$ cat src/rtl/muldiv_unit.sv
// rtl/muldiv_unit.sv - iterative RV32M/RV64M multiply/divide unit, one result bit per cycle
module muldiv_unit #(
    parameter int XLEN = 32
) (
    input  logic            clk,
    input  logic            rst_n,
    input  logic            start_i,
    input  logic [2:0]      funct3_i,
    input  logic [XLEN-1:0] operand_a_i,
    input  logic [XLEN-1:0] operand_b_i,
    input  logic            flush_i,
    output logic            stall_o,
    output logic            busy_o,
    output logic            done_o,
    output logic [XLEN-1:0] result_o
);
    localparam int CNT_W = $clog2(XLEN) + 1;
    localparam logic [XLEN-1:0] MIN_NEG = {1'b1, {(XLEN-1){1'b0}}};

    typedef enum logic [1:0] {IDLE, BUSY, DONE} state_t;

    state_t            state, state_d;
    logic [2:0]        op_q;
    logic              neg_a_q, neg_b_q;
    logic [2*XLEN-1:0] acc_q;
    logic [XLEN-1:0]   opb_q;
    logic [CNT_W-1:0]  cnt_q;

    logic              is_div, a_signed, b_signed, sign_a, sign_b;
    logic              div_zero, div_ovf, special, launch, last_iter;
    logic [XLEN-1:0]   mag_a, mag_b, special_res;

    // Operand decode at launch; MUL uses signed decode since its low half is sign-agnostic
    assign is_div      = funct3_i[2];
    assign a_signed    = is_div ? ~funct3_i[0] : (funct3_i[1:0] != 2'b11);
    assign b_signed    = is_div ? ~funct3_i[0] : ~funct3_i[1];
    assign sign_a      = a_signed & operand_a_i[XLEN-1];
    assign sign_b      = b_signed & operand_b_i[XLEN-1];
    assign mag_a       = sign_a ? -operand_a_i : operand_a_i;
    assign mag_b       = sign_b ? -operand_b_i : operand_b_i;
    assign div_zero    = is_div & (operand_b_i == '0);
    assign div_ovf     = is_div & ~funct3_i[0] & (operand_a_i == MIN_NEG) & (operand_b_i == '1);
    assign special     = div_zero | div_ovf;
    assign special_res = div_zero ? (funct3_i[1] ? operand_a_i : '1)
                                  : (funct3_i[1] ? '0 : operand_a_i);
    assign launch      = (state == IDLE) & start_i & ~flush_i;
    assign last_iter   = (cnt_q == CNT_W'(1));

    logic [XLEN:0]     mul_sum, div_shift, div_diff;
    logic [2*XLEN-1:0] mul_next, div_next, acc_next, prod;
    logic [XLEN-1:0]   quo, rem, final_res;

    // acc holds {partial product, multiplier} or {partial remainder, dividend/quotient}
    assign mul_sum   = {1'b0, acc_q[2*XLEN-1:XLEN]} + (acc_q[0] ? {1'b0, opb_q} : '0);
    assign mul_next  = {mul_sum, acc_q[XLEN-1:1]};
    assign div_shift = acc_q[2*XLEN-1:XLEN-1];
    assign div_diff  = div_shift - {1'b0, opb_q};
    assign div_next  = div_diff[XLEN] ? {div_shift[XLEN-1:0], acc_q[XLEN-2:0], 1'b0}
                                      : {div_diff[XLEN-1:0], acc_q[XLEN-2:0], 1'b1};
    assign acc_next  = op_q[2] ? div_next : mul_next;

    assign prod = (neg_a_q ^ neg_b_q) ? -acc_next : acc_next;
    assign quo  = (neg_a_q ^ neg_b_q) ? -acc_next[XLEN-1:0] : acc_next[XLEN-1:0];
    assign rem  = neg_a_q ? -acc_next[2*XLEN-1:XLEN] : acc_next[2*XLEN-1:XLEN];

    always_comb begin
        final_res = '0;
        if (op_q[2])
            final_res = op_q[1] ? rem : quo;
        else if (op_q[1:0] == 2'b00)
            final_res = prod[XLEN-1:0];
        else
            final_res = prod[2*XLEN-1:XLEN];
    end

    always_ff @(posedge clk or negedge rst_n) begin
        if (!rst_n)
            state <= IDLE;
        else
            state <= state_d;
    end

    always_comb begin
        state_d = state;
        stall_o = 1'b0;
        busy_o  = 1'b0;
        done_o  = 1'b0;
        case (state)
            IDLE: begin
                stall_o = start_i;
                if (start_i && !flush_i)
                    state_d = special ? DONE : BUSY;
            end
            BUSY: begin
                stall_o = 1'b1;
                busy_o  = 1'b1;
                if (flush_i)
                    state_d = IDLE;
                else if (last_iter)
                    state_d = DONE;
            end
            DONE: begin
                done_o  = ~flush_i;
                state_d = IDLE;
            end
            default: state_d = IDLE;
        endcase
    end

    always_ff @(posedge clk or negedge rst_n) begin
        if (!rst_n) begin
            op_q     <= '0;
            neg_a_q  <= 1'b0;
            neg_b_q  <= 1'b0;
            acc_q    <= '0;
            opb_q    <= '0;
            cnt_q    <= '0;
            result_o <= '0;
        end else if (launch) begin
            op_q    <= funct3_i;
            neg_a_q <= sign_a;
            neg_b_q <= sign_b;
            acc_q   <= {{XLEN{1'b0}}, mag_a};
            opb_q   <= mag_b;
            cnt_q   <= CNT_W'(XLEN);
            if (special)
                result_o <= special_res;
        end else if (state == BUSY && !flush_i) begin
            acc_q <= acc_next;
            cnt_q <= cnt_q - CNT_W'(1);
            if (last_iter)
                result_o <= final_res;
        end
    end
endmodule

$ cat config.mk
export PLATFORM = sky130hd
export DESIGN_NAME = muldiv_unit
export DESIGN_NICKNAME = d
export VERILOG_FILES = /design/src/rtl/muldiv_unit.sv
export SDC_FILE = /design/constraint.sdc
export NUM_CORES = 1
export LEC_CHECK = 0
export ABC_AREA = 1
export ABC_CLOCK_PERIOD_IN_PS = 9100
export BUFFER_PORTS_ARGS = -buffer_cell sky130_fd_sc_hd__buf_2
export CORE_MARGIN = 10
export CORE_UTILIZATION = 55
export CTS_BUF_LIST = sky130_fd_sc_hd__clkbuf_16
export DETAILED_ROUTE_END_ITERATION = 8
export PLACE_DENSITY = 0.76
export SYNTH_ARGS = -nofsm -noshare
export SYNTH_HDL_FRONTEND = slang
export SYNTH_SLANG_ARGS = --single-unit
$ cat constraint.sdc
create_clock -name clk -period 9.1 [get_ports clk]
set_input_delay 0.91 -clock clk [delete_from_list [all_inputs] [get_ports clk]]
set_output_delay 0.91 -clock clk [all_outputs]
set_load 0.03 [all_outputs]
# [Word-level counts from Yosys, hierarchy flattened]
# Cells that the tools add are included.
[op_classes] n_addsub=8 n_shift=0 eq_ne=9 bitwise=13 div_mod_pow=0 magnitude_cmp=0 n_mul=0 n_mux=32 reduce_logical=10
[ops] cell="$mux W32" count=15
[ops] cell="$mux W64" count=5
[ops] cell="$neg A32 Y32" count=4
[ops] cell="$eq A32 B32 Y1 const B" count=2
[ops] cell="$neg A64 Y64" count=1
[ops] cell="$add A32 B32 Y33" count=1
[ops] cell="$sub A33 B32 Y33" count=1
[ops] cell="$logic_not A32 Y1" count=1
[ops] cell="$mux W6" count=2
[ops] cell="$and A1 B1 Y1" count=8
[ops] cell="$mux W2" count=4
[ops] cell="$eq A6 B1 Y1 const B" count=1
[ops] cell="$sub A6 B1 Y6 const B" count=1
[ops] cell="$logic_not A2 Y1" count=2
[ops] cell="$mux W1" count=4
[ops] cell="$ne A2 B2 Y1 const B" count=2
[ops] cell="$pmux W2 S2" count=1
[ops] cell="$reduce_bool A2 Y1" count=2
[ops] cell="$ne A3 B3 Y1 const B" count=1
[ops] cell="$not A1 Y1" count=3
[ops] cell="$reduce_and A3 Y1" count=1
[ops] cell="$eq A2 B1 Y1 const B" count=1
[ops] cell="$eq A2 B2 Y1 const B" count=1
[ops] cell="$logic_and A1 B1 Y1" count=2
[ops] cell="other kinds (6)" count=6
[totals] out_inout_bits=35 romBits=0 regBits=141 latch_bits=0 mem_count=0 in_bits=71 word_cells=80 ramBits=0

# [Depth between registers and ports, before layout]
[logic_depth] depth_word=10 ltp_mapped=38 mapped_depth_nobuf=37

# [Worst setup path after synthesis]
# No wires, ideal clock.
[synth_timing] kind="register -> register" from="register acc_q[31]" to="register result_o[28]" arrival_ns=3.961 n_path_buf=1 setup_slack_ns=5.026 setup_time_ns=0.113 period_less_slack_ns=4.074 t_required_ns=8.987 path_stages_with_launch=38 path_cell_list="dfrtp_1 inv_1 ha_1 fa_1 inv_1 nand3_1 nand2_2 nand2_2 nand2_2 nand2_4 nand2_4 nand2_4 nand3_2 nand2_2 buf_6 nand2_4 nand2_1 inv_1 [2 not listed] nor2_1 nand4_1 nor3_1 nand3_1 nor2_2 nand3_1 nor2_2 nand2_1 inv_1 nand2_1 nand2_1 nand2_1 nand2_1 nand3_1 nand3_1 nand3_1 nand2_1 inv_1"
[synth_via] elab_chain_len=10 elab_cells_between_ends=15 classes_between="add/sub: 4; mux: 11"
[synth_lines] item="start: declaration" line_no="25" source="logic [2*XLEN-1:0] acc_q;"
[synth_lines] item="start signal: assignment" line_no="123" source="acc_q <= {{XLEN{1'b0}}, mag_a};"
[synth_lines] item="start signal: assignment" line_no="129" source="acc_q <= acc_next;"
[synth_lines] item="$sub A33 B32 Y33" line_no="57" source="assign div_diff = div_shift - {1'b0, opb_q};"
[synth_lines] item="$mux W64" line_no="58" source="assign div_next = div_diff[XLEN] ? {div_shift[XLEN-1:0], acc_q[XLEN-2:0], 1'b0}"
[synth_lines] item="$mux W64 *" line_no="60" source="assign acc_next = op_q[2] ? div_next : mul_next;"
[synth_lines] item="$neg A64 Y64, or another cell as far along" line_no="62" source="assign prod = (neg_a_q ^ neg_b_q) ? -acc_next : acc_next;"
[synth_lines] item="$mux W64, or another cell as far along" line_no="62"
[synth_lines] item="$mux W32, on equally long branches" line_no="70, 69"
[synth_lines] item="$mux W32 *" line_no="68" source="if (op_q[2])"
[synth_lines] item="$mux W32 *" line_no="131" source="if (last_iter)"
[synth_lines] item="$mux W32 *" line_no="128" source="end else if (state == BUSY && !flush_i) begin"
[synth_lines] item="$mux W32 *" line_no="119" source="end else if (launch) begin"
[synth_lines] item="end signal: assignment" line_no="127" source="result_o <= special_res;"
[synth_lines] item="end signal: assignment" line_no="132" source="result_o <= final_res;"
[synth_lines] item="end: declaration" line_no="15" source="output logic [XLEN-1:0] result_o"
# Every way passes the cells marked *; elsewhere a longest branch is shown, timed or not. The select of a mux whose other input is x is not followed.
# A chain may end at the register's enable or synchronous reset.

# [Worst setup path in the final report]
[layout_timing] from="register acc_q[31]" to="register result_o[10]"
# The elaborated chain is that of the path after synthesis.

==> impl_metrics.tcl <==
set metrics [dict create \
    place_hpwl_mm 61.4 \
    dieArea_um2 40000 \
    yosys-top-cells-area "dfrtp_1 (20%), nand2_1 (18%), inv_1 (9.5%)" \
    clk_path_buf_depth 2 \
    finClkSkew_ns 0.0129 \
    max_clock_freq_mhz 172 \
    postCtsHoldBufs 0 \
    synth.distinct_cells 55 \
    power_switching_mw 5.23 \
    finalCritPeriodShare_pct 63.8 \
    critPathMostFrequentCell "nand2_2" \
    power_mw 8.23 \
    rsz0062_at_grt "false" \
    maxSlewViolCount 0 \
    grt_max_degree 80 \
    synth_top_area_share_pct 19.8 \
    instances_no_fill 3560 \
    slowest_delay_ns 0.47 \
    status "finished clean" \
    netlist_instances 3080 \
    layout_commonest_cell "nand2_1" \
    antenna_left 0 \
    cts_resized 0 \
    p_int_mw 3.00 \
    peakVddDrop_mv 0.195 \
    cts.htree.levels 4 \
    layout_common_cells "nand2_1 (861), inv_1 (450), nand3_1 (281), nor2_1 (269), o21ai_0 (269)" \
    fp.dieW_um 200 \
    ys_ff_latch 141 \
    syn2layout_area_growth_pct 7.05 \
    cellPowerDensity_nw_per_um2 431 \
    antenna_found_initial 5 \
    cts_made_buffers 17 \
    switching_share_pct 63.5 \
    min_path_type "input port to asynchronous set/reset pin" \
    avgSynthCellArea_um2 5.79 \
    ys.flop_type "dfrtp_1" \
    hold_violations 0 \
    r2r_cells 32 \
    fin_util_pct 60.0 \
    timing.setup.tns_ns 0 \
    arrival_ns 6.16 \
    synth_area_leader_cell "dfrtp_1" \
    io_pins 106 \
    max_slew.worst_pin.slew_ns 1.18 \
    die_h_um 200 \
    clkPwrFrac_pct 9.0 \
    seqPwrFrac_pct 13.7 \
    drtIter0Drc 3267 \
    synth_edf_count 0 \
    root_buffer "clkbuf_16" \
    cp-end-kind "flop" \
    grt_pass1_vias 20285 \
    finalNetCount 3254 \
    yosysSeqAreaShare_pct 19.8 \
    slew-limit-headroom_pct 21.2 \
    async_flop_share_pct 100 \
    insertion_delay_ns 0.46 \
    first_pass_iters 7 \
    post_cts_buffers 0 \
    routed_wl_mm 77.8 \
    setup_viol 0 \
    required_ns 9.45 \
    grt_pass1_wl_mm 117 \
    path_class "flop to flop" \
    clk_pin_slew_worst_paths_ns 0.07 \
    syn_area_um2 17800 \
    wl_per_cell_um 21.8 \
    core_um2 31800 \
    gr-usage-all-layers_pct 38.5 \
    cts_tree "yes" \
    yosys_warnings 0 \
    gr-total-overflow 0 \
    leakage_nw 10.3 \
    min_period_ns 5.81 \
    synthesis.nets 3224 \
    rows 65 \
    via_count 21911 \
    numPlacedInstances 3526 \
    timing.critical_path.fanout_max 29 \
    p_comb_share_pct 77.3 \
    startpoint_type "flop" \
    drc 0 \
    portBuffers 105 \
    drive_gt1_share_pct 9.09 \
    vias_per_cell 6.15 \
    gp_congestion 1.14 \
    slowest_stage "nand2_2" \
    drv_cap 0 \
    clock_sinks 141 \
    initial_core_util_pct 56.1 \
]
## Yosys cell counts, types with 18 or more instances
cell type,number
nor2_2,24
dfrtp_1,141
nand2_2,34
nand3b_1,26
ha_1,71
o211ai_1,23
nand3_1,281
or2_2,33
nor3_1,38
o21ai_0,269
xnor2_1,19
nand2_1,863
nor2_1,270
nand4_1,38
o21bai_1,18
inv_1,450
xor2_1,74
o22ai_1,31
clkbuf_1,72
a21oi_1,155
## worst max-delay path: cells and delay by family (launching register included)
family	cells	cell delay, ns
and+or+nand+nor	24	3.88
adders and majority gates	3	0.87
buffers and inverters	4	0.39
DFF	1	0.35
AOI/OAI and AO/OA	1	0.22
## power groups by stage
stage               clock, mW  sequential (mW)  combinational (mW)
detailed placement          0             1.12                6.06
global route            0.756             1.15                6.87
finish                  0.739             1.13                6.36
floorplan                   0             1.15                4.20
global placement            0             1.11                6.02
CTS                     0.733             1.12                6.10
## final cells by class
class | instances | area [um2]
inverter | 453 | 1700
clock buffer | 17 | 425
clock inverter | 15 | 151
tap | 435 | 544
sequential | 141 | 3530
fill | 3233 | 12700
multi-input combinational | 2373 | 12100
timing repair buffer | 124 | 674
antenna | 2 | 5.00
## final timing paths
path | from | to | slack [ns]
max | acc_q[31] | result_o[10] | 3.29
min | rst_n | acc_q[24] | 0.49
max reg2reg | acc_q[31] | result_o[10] | 3.29
min reg2reg | cnt_q[5] | cnt_q[5] | 0.49
max in group asynchronous | rst_n | acc_q[51] | 7.07
min in group clk | cnt_q[5] | cnt_q[5] | 0.49
## through the flow
stage / hold WS (ns) / setup WS, ns / cell area, um2
5_1_grt: 0.521 / 2.76 / 19100
3_5_place_dp: 0.484 / 3.58 / 18500
2_1_floorplan: 0.454 / 5.03 / 17800
4_1_cts: 0.493 / 3.54 / 19100
6_report: 0.492 / 3.29 / 19100
3_3_place_gp: 0.478 / 3.75 / 18500
## state kept, by name (all words and copies together), names as in the netlist
signal / flops
neg_a_q: 1
acc_q: 64
result_o: 32
cnt_q: 6
neg_b_q: 1
opb_q: 32
state: 2
op_q: 3
## logic make-up after synthesis
| logic type | count (synthesis) | synth area share [%] |
|---|---|---|
| AND/OR/NAND/NOR | 1647 | 40.4 |
| buffers and inverters | 566 | 12.7 |
| AO/OA/AOI/OAI | 560 | 17.3 |
| flip-flops | 141 | 19.8 |
| XOR/XNOR | 93 | 4.57 |
| adder cells (fa/ha/maj) | 73 | 5.21 |
## per-layer routing
layer,track usage (%),wire length [um]
met5,0,44
met4,15.6,3210
met3,15.1,12000
met2,54.5,31500
met1,51.1,31000
No activity file was read; power rests on OpenSTA's default activity.
